===== config.mk =====
export PLATFORM = sky130hd
export DESIGN_NAME = fp8_dot_accumulator_flat
export DESIGN_NICKNAME = d
export VERILOG_FILES = /design/src/rtl/fp8_dot_accumulator_if.sv /design/src/rtl/fp8_dot_accumulator.sv /design/src/flat_wrapper.sv
export SDC_FILE = /design/constraint.sdc
export NUM_CORES = 1
export LEC_CHECK = 0
export CORE_MARGIN = 5
export CORE_UTILIZATION = 38
export DETAILED_ROUTE_END_ITERATION = 8
export PLACE_DENSITY = 0.77
export SETUP_SLACK_MARGIN = 0.3
export SLEW_MARGIN = 15
export SYNTH_ARGS = -nofsm -noshare
export SYNTH_HDL_FRONTEND = slang
export SYNTH_SLANG_ARGS = --single-unit

===== constraint.sdc =====
create_clock -name clk -period 1.94 [get_ports clk]
set_clock_uncertainty 0.15 [all_clocks]
set_input_delay 0.388 -clock clk [delete_from_list [all_inputs] [get_ports clk]]
set_output_delay 0.388 -clock clk [all_outputs]
set_load 0.03 [all_outputs]

===== src/rtl/fp8_dot_accumulator_if.sv =====
// Stream, adder and result signals of the fp8 dot-product accumulator.
// The master side feeds terms, closes the adder loop and takes results; the slave side is the accumulator.
interface fp8_dot_accumulator_if #(
    parameter int CNT_W = 2
);
    logic             in_valid;
    logic             in_ready;
    logic [7:0]       in_data;
    logic [7:0]       add_x;
    logic [7:0]       add_y;
    logic [7:0]       add_z;
    logic             out_valid;
    logic             out_ready;
    logic [7:0]       out_data;
    logic [CNT_W-1:0] term_cnt;

    modport master (
        output in_valid, in_data, add_z, out_ready,
        input  in_ready, add_x, add_y, out_valid, out_data, term_cnt
    );

    modport slave (
        input  in_valid, in_data, add_z, out_ready,
        output in_ready, add_x, add_y, out_valid, out_data, term_cnt
    );
endinterface


===== src/rtl/fp8_dot_accumulator.sv =====
// Folds N_TERMS fp8 terms into one dot-product element through an external combinational adder.
// Optional macro FP8_ACC_NEGZERO_FLUSH_EN: a -0 (8'h80) result is written to out_data as +0.
module fp8_dot_accumulator #(
    parameter int N_TERMS = 3,
    parameter int CNT_W   = $clog2(N_TERMS + 1)
) (
    input  logic                 clk,
    input  logic                 reset,
    fp8_dot_accumulator_if.slave bus
);
    typedef enum logic {ACCUM = 1'b0, DONE = 1'b1} state_t;

    localparam logic [CNT_W-1:0] LAST_CNT = CNT_W'(N_TERMS - 1);
    localparam logic [CNT_W-1:0] FULL_CNT = CNT_W'(N_TERMS);

    state_t           state;
    logic [7:0]       acc;
    logic [7:0]       out_data_r;
    logic             out_valid_r;
    logic             in_ready_r;
    logic [CNT_W-1:0] term_cnt_r;
    logic             accept;
    logic [7:0]       acc_nxt;

    function automatic logic [7:0] out_fix(input logic [7:0] v);
`ifdef FP8_ACC_NEGZERO_FLUSH_EN
        return (v == 8'h80) ? 8'h00 : v;
`else
        return v;
`endif
    endfunction

    assign accept  = bus.in_valid & in_ready_r;
    // The first term of a dot product is loaded raw, never routed through the adder.
    assign acc_nxt = (term_cnt_r == '0) ? bus.in_data : bus.add_z;

    always_ff @(posedge clk) begin
        if (reset) begin
            state       <= ACCUM;
            acc         <= 8'h00;
            term_cnt_r  <= '0;
            out_valid_r <= 1'b0;
            out_data_r  <= 8'h00;
            in_ready_r  <= 1'b1;
        end else begin
            case (state)
                ACCUM: begin
                    if (accept) begin
                        acc <= acc_nxt;
                        if (term_cnt_r == LAST_CNT) begin
                            out_data_r  <= out_fix(acc_nxt);
                            term_cnt_r  <= FULL_CNT;
                            state       <= DONE;
                            out_valid_r <= 1'b1;
                            in_ready_r  <= 1'b0;
                        end else begin
                            term_cnt_r <= term_cnt_r + CNT_W'(1);
                        end
                    end
                end
                DONE: begin
                    if (bus.out_ready) begin
                        state       <= ACCUM;
                        acc         <= 8'h00;
                        term_cnt_r  <= '0;
                        out_valid_r <= 1'b0;
                        in_ready_r  <= 1'b1;
                    end
                end
                default: state <= ACCUM;
            endcase
        end
    end

    assign bus.add_x     = acc;
    assign bus.add_y     = bus.in_data;
    assign bus.in_ready  = in_ready_r;
    assign bus.out_valid = out_valid_r;
    assign bus.out_data  = out_data_r;
    assign bus.term_cnt  = term_cnt_r;
endmodule


===== src/flat_wrapper.sv =====
// flat-port wrapper written by rule: the top's interface ports become plain ports
module fp8_dot_accumulator_flat 
#(
    parameter int N_TERMS = 3,
    parameter int CNT_W   = $clog2(N_TERMS + 1)
)
  (clk, reset, bus_in_valid, bus_in_data, bus_add_z, bus_out_ready, bus_in_ready, bus_add_x, bus_add_y, bus_out_valid, bus_out_data, bus_term_cnt);
  fp8_dot_accumulator_if #(.CNT_W(CNT_W)) bus_i ();
  input  logic clk;
  input  logic reset;
  input wire logic [$bits(bus_i.in_valid)-1:0] bus_in_valid;
  input wire logic [$bits(bus_i.in_data)-1:0] bus_in_data;
  input wire logic [$bits(bus_i.add_z)-1:0] bus_add_z;
  input wire logic [$bits(bus_i.out_ready)-1:0] bus_out_ready;
  output wire logic [$bits(bus_i.in_ready)-1:0] bus_in_ready;
  output wire logic [$bits(bus_i.add_x)-1:0] bus_add_x;
  output wire logic [$bits(bus_i.add_y)-1:0] bus_add_y;
  output wire logic [$bits(bus_i.out_valid)-1:0] bus_out_valid;
  output wire logic [$bits(bus_i.out_data)-1:0] bus_out_data;
  output wire logic [$bits(bus_i.term_cnt)-1:0] bus_term_cnt;
  assign bus_i.in_valid = bus_in_valid;
  assign bus_i.in_data = bus_in_data;
  assign bus_i.add_z = bus_add_z;
  assign bus_i.out_ready = bus_out_ready;
  assign bus_in_ready = bus_i.in_ready;
  assign bus_add_x = bus_i.add_x;
  assign bus_add_y = bus_i.add_y;
  assign bus_out_valid = bus_i.out_valid;
  assign bus_out_data = bus_i.out_data;
  assign bus_term_cnt = bus_i.term_cnt;
  fp8_dot_accumulator #(.N_TERMS(N_TERMS), .CNT_W(CNT_W)) u_core (.clk(clk), .reset(reset), .bus(bus_i));
endmodule

Word-level counts from Yosys, hierarchy flattened
Index checks and enable logic that the tools add are counted.
Widths: inputs -> output; s select.
- mux-type cells: 20
- add/subtract/negate cells: 1
- equality and inequality tests: 4
- reductions and logical operators: 4
- bitwise gates (word level): 2
- operators by type and width (cell ; number):
    $mux 8 ; 3
    $pmux 8 s2 ; 1
    $mux 1 ; 9
    $mux 2 ; 3
    $pmux 1 s2 ; 3
    $reduce_and 3->1 ; 2
    $ne 2x1->1 const B ; 2
    $pmux 2 s2 ; 1
    $add 2x1->2 const B ; 1
    $eq 2x2->1 const B ; 1
    $logic_not 2->1 ; 1
    $ne 2x2->1 const B ; 1
    $reduce_and 2->1 ; 1
    $and 1x1->1 ; 1
    $not 1->1 ; 1
- output and inout bits: 28
- logic and storage cells: 37
- flip-flop bits (word level): 21

Logic depth before layout (Yosys ltp)
- depth after elaboration: 4
- depth in mapped cells: 7
- gate-level depth less buffers: 5

Least setup slack after synthesis
OpenSTA, ideal clock, no wires.
- kind: register -> register
- start point: register u_core.term_cnt_r[0] (netlist: u_core.bus.term_cnt[0])
- end point: register u_core.out_valid_r (netlist: u_core.bus.out_valid)
- data arrival time: 1.418 ns
- stages on the path, launching flop included: 8
- path buffers: 2
- slack: 0.236 ns
- data required time: 1.654 ns
- path through: dfxtp_1 -> inv_1 -> ha_1 -> and4b_1 -> buf_6 -> buf_12 -> a21oi_1 -> nor2_1
- longest elaborated chain between the ends: 3
- RTL lines (item ; RTL line ; text):
    from (decl) ; fp8_dot_accumulator.sv:21 ; logic [CNT_W-1:0] term_cnt_r;
    from (signal assigned) ; fp8_dot_accumulator.sv:57 ; term_cnt_r <= term_cnt_r + CNT_W'(1);
    $eq 2x2->1 ; fp8_dot_accumulator.sv:50 ; if (term_cnt_r == LAST_CNT) begin
    $ne 2x1->1 (no source line) ; n/a ;
    $reduce_and 3->1 (no source line) ; n/a ;
    to (signal assigned) ; fp8_dot_accumulator.sv:42 ; out_valid_r <= 1'b0;
    to (signal assigned) ; fp8_dot_accumulator.sv:54 ; out_valid_r <= 1'b1;
    to (signal assigned) ; fp8_dot_accumulator.sv:66 ; out_valid_r <= 1'b0;
    to (decl) ; fp8_dot_accumulator.sv:19 ; logic out_valid_r;
Every way passes these cells.
A chain may end at the register's enable or synchronous reset.

Worst setup path after layout
- start point: register u_core.term_cnt_r[0] (netlist: u_core.bus.term_cnt[0])
- end point: output bus_term_cnt[0]
- RTL lines (item ; RTL line ; text):
    to (decl) ; flat_wrapper.sv:20 ; output wire logic [$bits(bus_i.term_cnt)-1:0] bus_term_cnt;
No word-level cell between the ends.

==> results by group <==
Clock tree
  – CTS root buffer: clkbuf_4
  – Clock latency on the worst-skew pair: 0.30 ns
  – # Post-CTS Setup Buffers: 0
  – CTS Hold Bufs: 0
  – Bufs on Longest Clock Path: 2
  – Clock buffer count from CTS: 3
  – Clk slew on worst S/H paths: 0.11 ns
  – CTS Sinks: 21
  – CTS H-Tree Depth: 1
  – CTS tree: done

Floorplanning
  – # rows: 18
  – Starting density of the core: 0.387
  – Die width: 59.6 um
  – Die footprint: roughly 3500 um2
  – I/O pin cnt: 48
  – Die height: approximately 60 um
  – Core Area: 2410 um2

STA
  – Final Hold Viols: 0
  – Worst-Margin Slew: about 0.54 ns
  – Max Freq: ~630 MHz
  – Period utilization: 0.820
  – RSZ-0062 raised after global routing: no
  – Endpoints failing setup: 0
  – Total negative setup slack: 0 ns
  – Max-slew violation count: 0
  – Hold slack: 0.335 ns
  – Min Tclk post-route: 1.59 ns
  – Slew HR: 0.643

Route
  – DR vias/cell: around 4.9
  – # DRC: 0
  – Antenna-violating nets left: 0
  – Vias post-DR: 774
  – 1st-iter DRT viols: 13
  – Routed WL: 2250 um
  – DR pass1 iterations: 4
  – WL/cell: 14.3 um

Yosys
  – Cells after Synth: 87
  – Synth area leader: dfxtp_1
  – Synth Register Bits: 21
  – Top post-synthesis cells by area: dfxtp_1 45%, a211oi_2 9.4%, mux2i_1 8.6%
  – Post-synthesis net count: ~110
  – Synthesized area: roughly 930 um2
  – Synth unique cells: 22
  – Synth top area share: 0.450
  – Seq/Total Area, Yosys: 0.450
  – Yosys warns: 0
  – Mean Syn Cell Area: about 11 um2

Setup path
  – WP depth: 1
  – Slowest cell on crit path: dlygate4sd2_1
  – Worst path arrival time: 1.05 ns
  – R2r startpoint: u_core.bus.term_cnt[0]
  – Crit path largest cell delay: 0.40 ns
  – Critical Path End: bus_term_cnt[0]
  – Setup crit end kind: primary output
  – Crit path cell chain: dlygate4sd2_1
  – Critical path startpoint: u_core.bus.term_cnt[0]
  – Worst Reg-to-Reg Cells: 6
  – Top Family by Delay on Critical Path: buffers and inverters
  – Worst Setup Start Kind: flop
  – Flop2flop setup slack: 0.44 ns
  – Reg2Reg Capture Point: u_core.bus.out_data[0]
  – Crit path kind: flop to primary output
  – Critical Path Fanout Max: 3
  – Bufs and invs on worst path: 1
  – Required time of the critical path: roughly 1.4 ns

Pwr
  – P per Cell Area: 743 nW/um2
  – Total power: 1.00 mW
  – Static Leak: approximately 0.58 nW
  – Max VDD drop: 0.000453 V

Global route
  – Initial antenna violation count: 0
  – Largest net degree at the start of global routing: 20
  – GRT Resource Usage Total: 0.141
  – Total gr overflow: 0
  – First-pass GRT wire length: 3710 um
  – Number of global-route vias before repair: 820

Final layout
  – Share of cells above drive strength 1: 0.227
  – Fillers: between 200 and 250
  – Area growth syn-to-layout: 44.8%
  – Final #Nets: roughly 150
  – # diodes: 0

Place
  – Routability Congestion: about 0.71
  – DP HPWL: 1740 um
  – I/O Buffers: 47

Min path
  – Hold path cells: 1
  – Hold crit path type: flop to flop

Run status
  – Status: completed

Flow run
  – Max Cap Violations: 0
metal layers:
layer | global-route usage | part of all wire
met3 | 0.0610 | 0.12
met1 | 0.167 | 0.44
met4 | 0.0475 | 0.013
met5 | 0 | 0
met2 | 0.228 | 0.42
power breakdown:
part	switching (mW)	total, mW	internal [mW]
sequential	0.0195	0.484	0.464
clock	0.133	0.210	0.0770
combinational	0.180	0.311	0.131
total	0.332	1.00	0.672
worst min path at each step:
stage | startpoint | slack [ns] | end
global route | u_core.bus.add_x[6] | 0.35 | u_core.bus.add_x[6]
CTS | u_core.bus.add_x[1] | 0.33 | u_core.bus.add_x[1]
detailed placement | u_core.bus.add_x[1] | 0.30 | u_core.bus.add_x[1]
global placement | u_core.bus.add_x[0] | 0.29 | u_core.bus.add_x[0]
floorplan | reset | 0.34 | u_core.bus.in_ready
finish | u_core.bus.add_x[6] | 0.33 | u_core.bus.add_x[6]
repair_timing:
item                       CTS  global route
cloned                       0             0
gates resized for setup     21            19
hold endpoints to repair     0             0
setup endpoints to repair   20            15
cells in the mapped netlist:
library cell / count
a211oi_1: 1
ha_1: 2
and3b_1: 1
a22o_1: 1
clkbuf_2: 1
or2_0: 1
buf_2: 2
buf_1: 1
nand2_1: 1
buf_12: 1
buf_6: 1
buf_4: 8
o21bai_1: 1
nand3b_1: 1
a21oi_1: 3
inv_1: 3
o2bb2ai_1: 9
nor2_1: 12
mux2i_1: 8
and4b_1: 1
a211oi_2: 7
dfxtp_1: 21
kinds of logic after synthesis:
logic type / share of synthesized area
compound gates: 0.220
flops: 0.450
buf+inv: 0.130
simple gates: 0.0871
mux: 0.0858
fa+ha+maj: 0.0268
registers in the layout, summed over array words and instances, names as in the netlist:
signal / flops
u_core.bus.out_valid: 1
u_core.bus.term_cnt: 2
u_core.state: 1
u_core.bus.out_data: 8
u_core.bus.in_ready: 1
u_core.bus.add_x: 8
area by class of cell:
cell class              count  area (um2)  share of cell area
multi-input cells          49         392               0.290
repair buffers             51         462               0.342
well taps                  30        37.5              0.0278
clock inverters             1        5.00             0.00370
clock buffers               3        22.5              0.0167
flip-flops and latches     21         422               0.312
inverters                   3        11.3             0.00833
metrics by stage:
| stage | setup WS (ns) | area [um2] | instances | util |
|---|---|---|---|---|
| final | 0.349 | 1350 | 158 | 0.561 |
| after global routing | 0.301 | 1350 | 158 | 0.561 |
| after CTS | 0.283 | 1360 | 158 | 0.564 |
| after detailed placement | 0.146 | 1360 | 154 | 0.562 |
| after global placement | 0.187 | 1360 | 154 | 0.562 |
| after floorplan | 0.365 | 935 | 87 | - |
layout by cell type, fill, tap and decap left out, types with 2 or more instances in the layout:
cell type,n
dlygate4sd2_1,5
dfxtp_1,20
mux2i_1,8
a211oi_2,7
clkdlybuf4s15_1,10
clkbuf_4,3
clkdlybuf4s50_1,19
o2bb2ai_1,9
ha_1,2
a21oi_1,3
nor2_1,12
buf_4,11
inv_1,3
clkbuf_2,5
(Power assumes the default switching activity.)
